[src/rtl/hls_mem_pkg.sv]
// Shared types and constants for the two-requester block-RAM arbiter.
// Default widths, requester id, read-return tag and the arbitration rule.
package hls_mem_pkg;

  localparam int ADDR_W_DEF = 32;
  localparam int DATA_W_DEF = 32;
  localparam int RD_LAT_MAX = 4;

  typedef enum logic {
    REQ0 = 1'b0,
    REQ1 = 1'b1
  } req_id_t;

  typedef struct packed {
    logic    valid;
    req_id_t id;
  } rd_tag_t;

  localparam rd_tag_t TAG_IDLE = '{valid: 1'b0, id: REQ0};

  // A lone requester always wins; a tie goes to the favoured requester.
  function automatic req_id_t arb_pick(input logic ce0, input logic ce1, input req_id_t prio);
    if (ce0 && ce1) return prio;
    if (ce1) return REQ1;
    return REQ0;
  endfunction

endpackage

[src/rtl/hls_mem_arbiter_if.sv]
// Kernel-side memory port (stall-by-grant) and the physical single-port RAM port.
// The arbiter is the slave of each kernel port and the master of the RAM port.
interface hls_mem_req_if
  import hls_mem_pkg::*;
#(
  parameter int ADDR_W = ADDR_W_DEF,
  parameter int DATA_W = DATA_W_DEF
);
  logic              ce;
  logic              we;
  logic [ADDR_W-1:0] address;
  logic [DATA_W-1:0] d;
  logic              gnt;
  logic [DATA_W-1:0] q;
  logic              qvalid;

  modport master (output ce, we, address, d, input gnt, q, qvalid);
  modport slave  (input ce, we, address, d, output gnt, q, qvalid);
endinterface

interface hls_mem_ram_if
  import hls_mem_pkg::*;
#(
  parameter int ADDR_W = ADDR_W_DEF,
  parameter int DATA_W = DATA_W_DEF
);
  logic              ce;
  logic              we;
  logic [ADDR_W-1:0] address;
  logic [DATA_W-1:0] d;
  logic [DATA_W-1:0] q;

  modport master (output ce, we, address, d, input q);
  modport slave  (input ce, we, address, d, output q);
endinterface

[src/rtl/hls_rd_tag_pipe.sv]
// Shift register of read-return tags, one stage per cycle between grant and ram_q.
// The last stage lines up with valid RAM read data.
module hls_rd_tag_pipe
  import hls_mem_pkg::*;
#(
  parameter int DEPTH = 2
) (
  input  logic    sys_clk,
  input  logic    sys_rst_n,
  input  rd_tag_t tag_in,
  output rd_tag_t tag_out,
  output logic    any_valid
);

  logic [DEPTH-1:0] valid_vec;

  for (genvar gi = 0; gi < DEPTH; gi++) begin : g_stage
    rd_tag_t stage_reg;
    rd_tag_t stage_next;

    if (gi == 0) begin : g_head
      assign stage_next = tag_in;
    end else begin : g_tail
      assign stage_next = g_stage[gi-1].stage_reg;
    end

    always_ff @(posedge sys_clk or negedge sys_rst_n) begin
      if (!sys_rst_n) begin
        stage_reg <= TAG_IDLE;
      end else begin
        stage_reg <= stage_next;
      end
    end

    assign valid_vec[gi] = stage_reg.valid;
  end

  assign tag_out   = g_stage[DEPTH-1].stage_reg;
  assign any_valid = |valid_vec;

endmodule

[src/rtl/hls_mem_arbiter.sv]
// Round-robin arbiter sharing one single-port block RAM between two HLS kernel ports.
// Grants are combinational; the winning access is registered onto the RAM port.
module hls_mem_arbiter
  import hls_mem_pkg::*;
#(
  parameter int ADDR_W = ADDR_W_DEF,
  parameter int DATA_W = DATA_W_DEF,
  parameter int RD_LAT = 1
) (
  input  logic          sys_clk,
  input  logic          sys_rst_n,
  hls_mem_req_if.slave  r0,
  hls_mem_req_if.slave  r1,
  hls_mem_ram_if.master ram,
  output logic          busy
);

  localparam int LAT = (RD_LAT < 1) ? 1 : ((RD_LAT > RD_LAT_MAX) ? RD_LAT_MAX : RD_LAT);

  req_id_t           prio_reg;
  req_id_t           prio_next;
  req_id_t           winner;
  logic              grant;
  logic              win_we;
  logic [ADDR_W-1:0] win_address;
  logic [DATA_W-1:0] win_d;

  logic              ram_ce_reg;
  logic              ram_we_reg;
  logic [ADDR_W-1:0] ram_address_reg;
  logic [DATA_W-1:0] ram_d_reg;

  rd_tag_t           tag_in;
  rd_tag_t           tag_out;
  logic              tag_busy;

  always_comb begin
    grant       = r0.ce | r1.ce;
    winner      = arb_pick(r0.ce, r1.ce, prio_reg);
    win_we      = (winner == REQ1) ? r1.we : r0.we;
    win_address = (winner == REQ1) ? r1.address : r0.address;
    win_d       = (winner == REQ1) ? r1.d : r0.d;
    prio_next   = prio_reg;
    tag_in      = TAG_IDLE;
    if (grant) begin
      // Favour the other requester next time so a held request waits at most one cycle.
      prio_next = (winner == REQ0) ? REQ1 : REQ0;
      if (!win_we) begin
        tag_in = '{valid: 1'b1, id: winner};
      end
    end
  end

  assign r0.gnt = grant && (winner == REQ0);
  assign r1.gnt = grant && (winner == REQ1);

  // Address/data/we keep their last values on idle cycles; only ce drops.
  always_ff @(posedge sys_clk or negedge sys_rst_n) begin
    if (!sys_rst_n) begin
      prio_reg        <= REQ0;
      ram_ce_reg      <= 1'b0;
      ram_we_reg      <= 1'b0;
      ram_address_reg <= '0;
      ram_d_reg       <= '0;
    end else begin
      prio_reg   <= prio_next;
      ram_ce_reg <= grant;
      if (grant) begin
        ram_we_reg      <= win_we;
        ram_address_reg <= win_address;
        ram_d_reg       <= win_d;
      end
    end
  end

  hls_rd_tag_pipe #(
    .DEPTH(LAT + 1)
  ) u_tag_pipe (
    .sys_clk  (sys_clk),
    .sys_rst_n(sys_rst_n),
    .tag_in   (tag_in),
    .tag_out  (tag_out),
    .any_valid(tag_busy)
  );

  assign ram.ce      = ram_ce_reg;
  assign ram.we      = ram_we_reg;
  assign ram.address = ram_address_reg;
  assign ram.d       = ram_d_reg;

  assign r0.q      = ram.q;
  assign r1.q      = ram.q;
  assign r0.qvalid = tag_out.valid && (tag_out.id == REQ0);
  assign r1.qvalid = tag_out.valid && (tag_out.id == REQ1);

  assign busy = ram_ce_reg | tag_busy;

endmodule

[src/flat_wrapper.sv]
// flat-port wrapper written by rule: the top's interface ports become plain ports
module hls_mem_arbiter_flat import hls_mem_pkg::*;
#(
  parameter int ADDR_W = ADDR_W_DEF,
  parameter int DATA_W = DATA_W_DEF,
  parameter int RD_LAT = 1
)
  (sys_clk, sys_rst_n, busy, r0_ce, r0_we, r0_address, r0_d, r0_gnt, r0_q, r0_qvalid, r1_ce, r1_we, r1_address, r1_d, r1_gnt, r1_q, r1_qvalid, ram_ce, ram_we, ram_address, ram_d, ram_q);
  hls_mem_req_if #(.ADDR_W(ADDR_W), .DATA_W(DATA_W)) r0_i ();
  hls_mem_req_if #(.ADDR_W(ADDR_W), .DATA_W(DATA_W)) r1_i ();
  hls_mem_ram_if #(.ADDR_W(ADDR_W), .DATA_W(DATA_W)) ram_i ();
  input  logic sys_clk;
  input  logic sys_rst_n;
  output logic busy;
  input wire logic [$bits(r0_i.ce)-1:0] r0_ce;
  input wire logic [$bits(r0_i.we)-1:0] r0_we;
  input wire logic [$bits(r0_i.address)-1:0] r0_address;
  input wire logic [$bits(r0_i.d)-1:0] r0_d;
  output wire logic [$bits(r0_i.gnt)-1:0] r0_gnt;
  output wire logic [$bits(r0_i.q)-1:0] r0_q;
  output wire logic [$bits(r0_i.qvalid)-1:0] r0_qvalid;
  input wire logic [$bits(r1_i.ce)-1:0] r1_ce;
  input wire logic [$bits(r1_i.we)-1:0] r1_we;
  input wire logic [$bits(r1_i.address)-1:0] r1_address;
  input wire logic [$bits(r1_i.d)-1:0] r1_d;
  output wire logic [$bits(r1_i.gnt)-1:0] r1_gnt;
  output wire logic [$bits(r1_i.q)-1:0] r1_q;
  output wire logic [$bits(r1_i.qvalid)-1:0] r1_qvalid;
  output wire logic [$bits(ram_i.ce)-1:0] ram_ce;
  output wire logic [$bits(ram_i.we)-1:0] ram_we;
  output wire logic [$bits(ram_i.address)-1:0] ram_address;
  output wire logic [$bits(ram_i.d)-1:0] ram_d;
  input wire logic [$bits(ram_i.q)-1:0] ram_q;
  assign r0_i.ce = r0_ce;
  assign r0_i.we = r0_we;
  assign r0_i.address = r0_address;
  assign r0_i.d = r0_d;
  assign r0_gnt = r0_i.gnt;
  assign r0_q = r0_i.q;
  assign r0_qvalid = r0_i.qvalid;
  assign r1_i.ce = r1_ce;
  assign r1_i.we = r1_we;
  assign r1_i.address = r1_address;
  assign r1_i.d = r1_d;
  assign r1_gnt = r1_i.gnt;
  assign r1_q = r1_i.q;
  assign r1_qvalid = r1_i.qvalid;
  assign ram_ce = ram_i.ce;
  assign ram_we = ram_i.we;
  assign ram_address = ram_i.address;
  assign ram_d = ram_i.d;
  assign ram_i.q = ram_q;
  hls_mem_arbiter #(.ADDR_W(ADDR_W), .DATA_W(DATA_W), .RD_LAT(RD_LAT)) u_core (.sys_clk(sys_clk), .sys_rst_n(sys_rst_n), .r0(r0_i), .r1(r1_i), .ram(ram_i), .busy(busy));
endmodule
[config.mk]
export PLATFORM = sky130hd
export DESIGN_NAME = hls_mem_arbiter_flat
export DESIGN_NICKNAME = d
export VERILOG_FILES = /design/src/rtl/hls_mem_pkg.sv /design/src/rtl/hls_mem_arbiter_if.sv /design/src/rtl/hls_rd_tag_pipe.sv /design/src/rtl/hls_mem_arbiter.sv /design/src/flat_wrapper.sv
export SDC_FILE = /design/constraint.sdc
export NUM_CORES = 1
export LEC_CHECK = 0
export BUFFER_PORTS_ARGS = -buffer_cell sky130_fd_sc_hd__buf_2
export CORE_AREA = 3 3 117 119
export CTS_BUF_LIST = sky130_fd_sc_hd__clkbuf_4
export DETAILED_ROUTE_END_ITERATION = 8
export DIE_AREA = 0 0 120 122
export PLACE_DENSITY_LB_ADDON = 0.1
export SETUP_SLACK_MARGIN = 0.5
export SYNTH_ARGS = -nofsm -noshare
export SYNTH_HDL_FRONTEND = slang
export SYNTH_HIERARCHICAL = 1
export SYNTH_SLANG_ARGS = --single-unit
[constraint.sdc]
create_clock -name sys_clk -period 2.3 [get_ports sys_clk]
set_input_delay 0.23 -clock sys_clk [delete_from_list [all_inputs] [get_ports sys_clk]]
set_output_delay 0.23 -clock sys_clk [all_outputs]
set_load 0.02 [all_outputs]
==> impl_metrics.prom <==
# TYPE chip_impl_metric gauge
chip_impl_info{name="status",value="complete, no violations"} 1
chip_impl_metric{name="power.share.combinational",unit="%"} 31.8
chip_impl_metric{name="synth-warning-count",unit=""} 6
chip_impl_info{name="post-synth-top-area-cell",value="sky130_fd_sc_hd__dfrtp_1"} 1
chip_impl_metric{name="post-synth-top-area-fraction",unit="%"} 41.2
chip_impl_info{name="critical_path.slowest_cell",value="sky130_fd_sc_hd__dfrtp_1"} 1
chip_impl_metric{name="drt_iter0_drc",unit=""} 279
chip_impl_metric{name="power.leakage",unit="nW"} 2.45
chip_impl_metric{name="seqPwrFrac",unit="%"} 44.1
chip_impl_metric{name="synth.net_count",unit=""} 546
chip_impl_metric{name="pin_count",unit=""} 301
chip_impl_metric{name="finish.net_count",unit=""} 671
chip_impl_metric{name="finalWeightedCongestion",unit=""} 0.725
chip_impl_metric{name="layout_worst_path_cycle_share",unit="%"} 73.1
chip_impl_metric{name="slew-limit-headroom",unit="%"} 47.5
chip_impl_metric{name="path_max_fanout",unit=""} 21
chip_impl_metric{name="place_hpwl",unit="um"} 8460
chip_impl_info{name="ys_top_cells_by_area",value="sky130_fd_sc_hd__dfrtp_1 (41%), sky130_fd_sc_hd__o221a_2 (17%), sky130_fd_sc_hd__a211o_1 (13%)"} 1
chip_impl_metric{name="clk_latency",unit="ns"} 0.43
chip_impl_metric{name="clock-sinks",unit=""} 71
chip_impl_metric{name="wirelength_routed",unit="um"} 12500
chip_impl_metric{name="ratio_of_cells_with_drive_above_1_in_the_final_layout",unit="%"} 58.0
chip_impl_metric{name="utilization",unit="%"} 40.1
chip_impl_metric{name="tightest_slew",unit="ns"} 0.788
chip_impl_metric{name="port-buffer-count",unit=""} 204
chip_impl_metric{name="cts-htree-levels",unit=""} 3
chip_impl_info{name="cts-root-buf",value="sky130_fd_sc_hd__clkbuf_4"} 1
chip_impl_info{name="final_common_cell",value="sky130_fd_sc_hd__buf_2"} 1
chip_impl_metric{name="remaining_drc_errors",unit=""} 0
chip_impl_metric{name="timing.critical_path.arrival",unit="ns"} 1.45
chip_impl_metric{name="cts_post_setup_buffers_inserted",unit=""} 0
chip_impl_metric{name="dr_total_vias",unit=""} 3430
chip_impl_metric{name="power.internal",unit="mW"} 2.24
chip_impl_info{name="layout_common_cells",value="sky130_fd_sc_hd__buf_2 (201), sky130_fd_sc_hd__dfrtp_1 (71), sky130_fd_sc_hd__nor2b_1 (66)"} 1
chip_impl_metric{name="finalCriticalPeriod",unit="ns"} 1.68
chip_impl_metric{name="timing_max_transition_violations_final",unit=""} 0
chip_impl_metric{name="clk_transition_reported_paths",unit="ns"} 0.12
chip_impl_metric{name="final_critical_path_setup_slack",unit="ns"} 0.619
chip_impl_metric{name="grt_first_pass_wirelength",unit="um"} 19400
chip_impl_metric{name="die_x",unit="um"} 120
chip_impl_metric{name="syn-instance-count",unit=""} 380
chip_impl_metric{name="switching_share_of_power",unit="%"} 33.2
chip_impl_metric{name="floorplan.die.height",unit="um"} 122
chip_impl_metric{name="detailedPlace.worstSlack",unit="ns"} 0.722
chip_impl_metric{name="max_cap_viol_count",unit=""} 0
chip_impl_metric{name="worstPathBufferInverterCount",unit=""} 2
chip_impl_info{name="worst_hold_path_type",value="input pin to flip-flop"} 1
chip_impl_metric{name="final.setup_skew",unit="ns"} 0.00746
chip_impl_metric{name="grt_overflow_total",unit=""} 0
chip_impl_metric{name="regToRegSetupSlack",unit="ns"} 0.68
chip_impl_metric{name="netSwitchingPower",unit="mW"} 1.12
chip_impl_metric{name="grt_antenna_before_repair",unit=""} 0
chip_impl_metric{name="floorplan.die_area",unit="um^2"} 14600
chip_impl_metric{name="route.detailed.vias_per_inst",unit=""} 5.03
chip_impl_info{name="cp-end-kind",value="primary output"} 1
chip_impl_metric{name="critical-path-max-stage-delay",unit="ns"} 0.42
chip_impl_metric{name="vdd_ir_drop_max",unit="mV"} 0.264
chip_impl_metric{name="core",unit="um^2"} 12700
chip_impl_info{name="timing.critical_path.from_type",value="flip-flop"} 1
chip_impl_info{name="timing.critical_path.cells",value="nand2b_2 -> nand2_8 -> inv_2 -> buf_2"} 1
chip_impl_metric{name="power.density",unit="nW/um^2"} 661
chip_impl_metric{name="timing_hold_violations_final",unit=""} 0
chip_impl_metric{name="core.rowCount",unit=""} 41
chip_impl_metric{name="num_antenna_cells",unit=""} 0
chip_impl_metric{name="cts_made_buffers",unit=""} 9
chip_impl_metric{name="worst_ep_required_time",unit="ns"} 2.07
chip_impl_metric{name="cts.path.max_buffers",unit=""} 2
chip_impl_metric{name="n_fill_cell",unit=""} 1301
chip_impl_metric{name="routedWlPerCell",unit="um"} 18.4
chip_impl_info{name="cpLargestDelayFamily",value="flip-flops"} 1
chip_impl_metric{name="globalRouteTotalUtil",unit="%"} 16.9
chip_impl_info{name="timing.setup.critical_path_class",value="flip-flop to primary output"} 1
chip_impl_metric{name="fin_tns_setup",unit="ns"} 0
chip_impl_metric{name="achievable-frequency",unit="MHz"} 595
chip_impl_metric{name="setup_violations",unit=""} 0
chip_impl_metric{name="post_synth_instance_area",unit="um^2"} 4310
chip_impl_metric{name="synth-seq-area-share",unit="%"} 41.2
chip_impl_metric{name="synth-seq-cells",unit=""} 71
chip_impl_info{name="rsz0062_at_grt",value="no"} 1
chip_impl_metric{name="pwr-share-clk",unit="%"} 24.1
chip_impl_metric{name="grt_pass1_vias",unit=""} 3515
chip_impl_metric{name="antenna_violating_nets_post_route",unit=""} 0
chip_impl_metric{name="synthToLayoutAreaGrowth",unit="%"} 17.9
chip_impl_metric{name="start_util",unit="%"} 34.0
chip_impl_metric{name="maximum_number_of_pins_on_one_net_before_global_route_repair",unit=""} 133
chip_impl_metric{name="netlist-cell-type-count",unit=""} 22
chip_impl_metric{name="syn_avg_cell_area",unit="um^2"} 11.3
chip_impl_info{name="tritoncts",value="done"} 1
chip_impl_metric{name="drt_first_pass_iters",unit=""} 4
-- synthesized netlist by cell type --
master	number
sky130_fd_sc_hd__o221a_2	64
sky130_fd_sc_hd__o221a_1	1
sky130_fd_sc_hd__nand2b_2	1
sky130_fd_sc_hd__clkbuf_4	1
sky130_fd_sc_hd__buf_4	66
sky130_fd_sc_hd__and2_1	1
sky130_fd_sc_hd__nand2b_1	1
sky130_fd_sc_hd__o21ai_1	2
sky130_fd_sc_hd__inv_1	1
sky130_fd_sc_hd__buf_12	2
sky130_fd_sc_hd__or2_1	2
sky130_fd_sc_hd__inv_2	1
sky130_fd_sc_hd__nor2_1	1
sky130_fd_sc_hd__clkbuf_1	5
sky130_fd_sc_hd__nand2_2	1
sky130_fd_sc_hd__a21boi_2	1
sky130_fd_sc_hd__buf_2	18
sky130_fd_sc_hd__nor2b_1	66
sky130_fd_sc_hd__a211o_1	65
sky130_fd_sc_hd__dfrtp_1	71
sky130_fd_sc_hd__or2_2	1
sky130_fd_sc_hd__buf_6	8
-- through the flow --
stage	std cells	hold slack (ns)	power [mW]	cell area, um^2
3_3_place_gp	664	0.252	2.57	4910
5_1_grt	682	0.00642	3.58	5080
2_1_floorplan	380	-0.0656	2.34	4310
6_report	682	0.0573	3.36	5080
3_5_place_dp	664	0.246	2.57	4910
4_1_cts	682	0.00665	3.41	5060
-- worst paths after layout --
kind / endpoint / from / cells after the start
min: u_core/ram.d[6]$_DFFE_PN0N_ / r1_d[6] / 2
max reg2reg: u_core/ram.address[10]$_DFFE_PN0N_ / u_core/prio_reg$_DFFE_PN0N_ / 3
min in group asynchronous: u_core/ram.d[2]$_DFFE_PN0N_ / sys_rst_n / 2
max: r1_gnt / u_core/prio_reg$_DFFE_PN0N_ / 4
max in group asynchronous: u_core/ram.address[19]$_DFFE_PN0N_ / sys_rst_n / 3
min reg2reg: u_core/u_tag_pipe/tag_out[0]$_DFF_PN0_ / u_core/u_tag_pipe/g_stage[0].stage_reg[0]$_DFF_PN0_ / 0
-- power by group through the flow --
stage               clock network (mW)  logic [mW]  registers (mW)
floorplan                            0       0.645            1.69
global placement                     0        1.07            1.50
detailed placement                   0        1.07            1.50
CTS                              0.849        1.08            1.48
global route                     0.916        1.16            1.50
finish                           0.809        1.07            1.48
-- logic make-up (layout without fill, tap and decap cells) --
group / Yosys count / in the layout / synth area share [%]
and+or+nand+nor: 74 / 74 / 10.7
DFF: 71 / 71 / 41.2
buffers and inverters: 102 / 232 / 17.4
AOI/OAI and AO/OA: 133 / 133 / 30.7
-- layout make-up --
type,count,area [um^2],share of cell area [%]
repair buffers,214,1150,22.6
clock buffers,11,82.6,1.62
clock inverters,5,48.8,0.960
multi-input cells,207,1800,35.5
inverters,2,7.51,0.148
well taps,172,215,4.23
flip-flops and latches,71,1780,35.0
-- worst register-to-register path, stage by stage (launching register included) --
cell,delay (ns)
sky130_fd_sc_hd__dfrtp_1,0.39
sky130_fd_sc_hd__nand2b_2,0.19
sky130_fd_sc_hd__buf_4,0.64
sky130_fd_sc_hd__o221a_2,0.34
-- metal layers --
layer / track usage [%] / wire, um / part of all wire (%) / up-vias
met5: 0 / 0 / 0 / -
met2: 27.4 / 6080 / 48 / 166
met4: 7.95 / 292 / 2.3 / 0
met3: 4.87 / 1050 / 8.4 / 24
li1: - / - / - / 1627
met1: 20.8 / 5120 / 41 / 1613
-- timing repair --
| action | in CTS | in global routing |
|---|---|---|
| hold buffers | 2 | 0 |
| hold endpoints to repair | 38 | 0 |
| endpoints found under the setup margin | 1 | 2 |
| gates resized for setup | 1 | 4 |
Note: power is estimated with default switching activity, not from simulation.
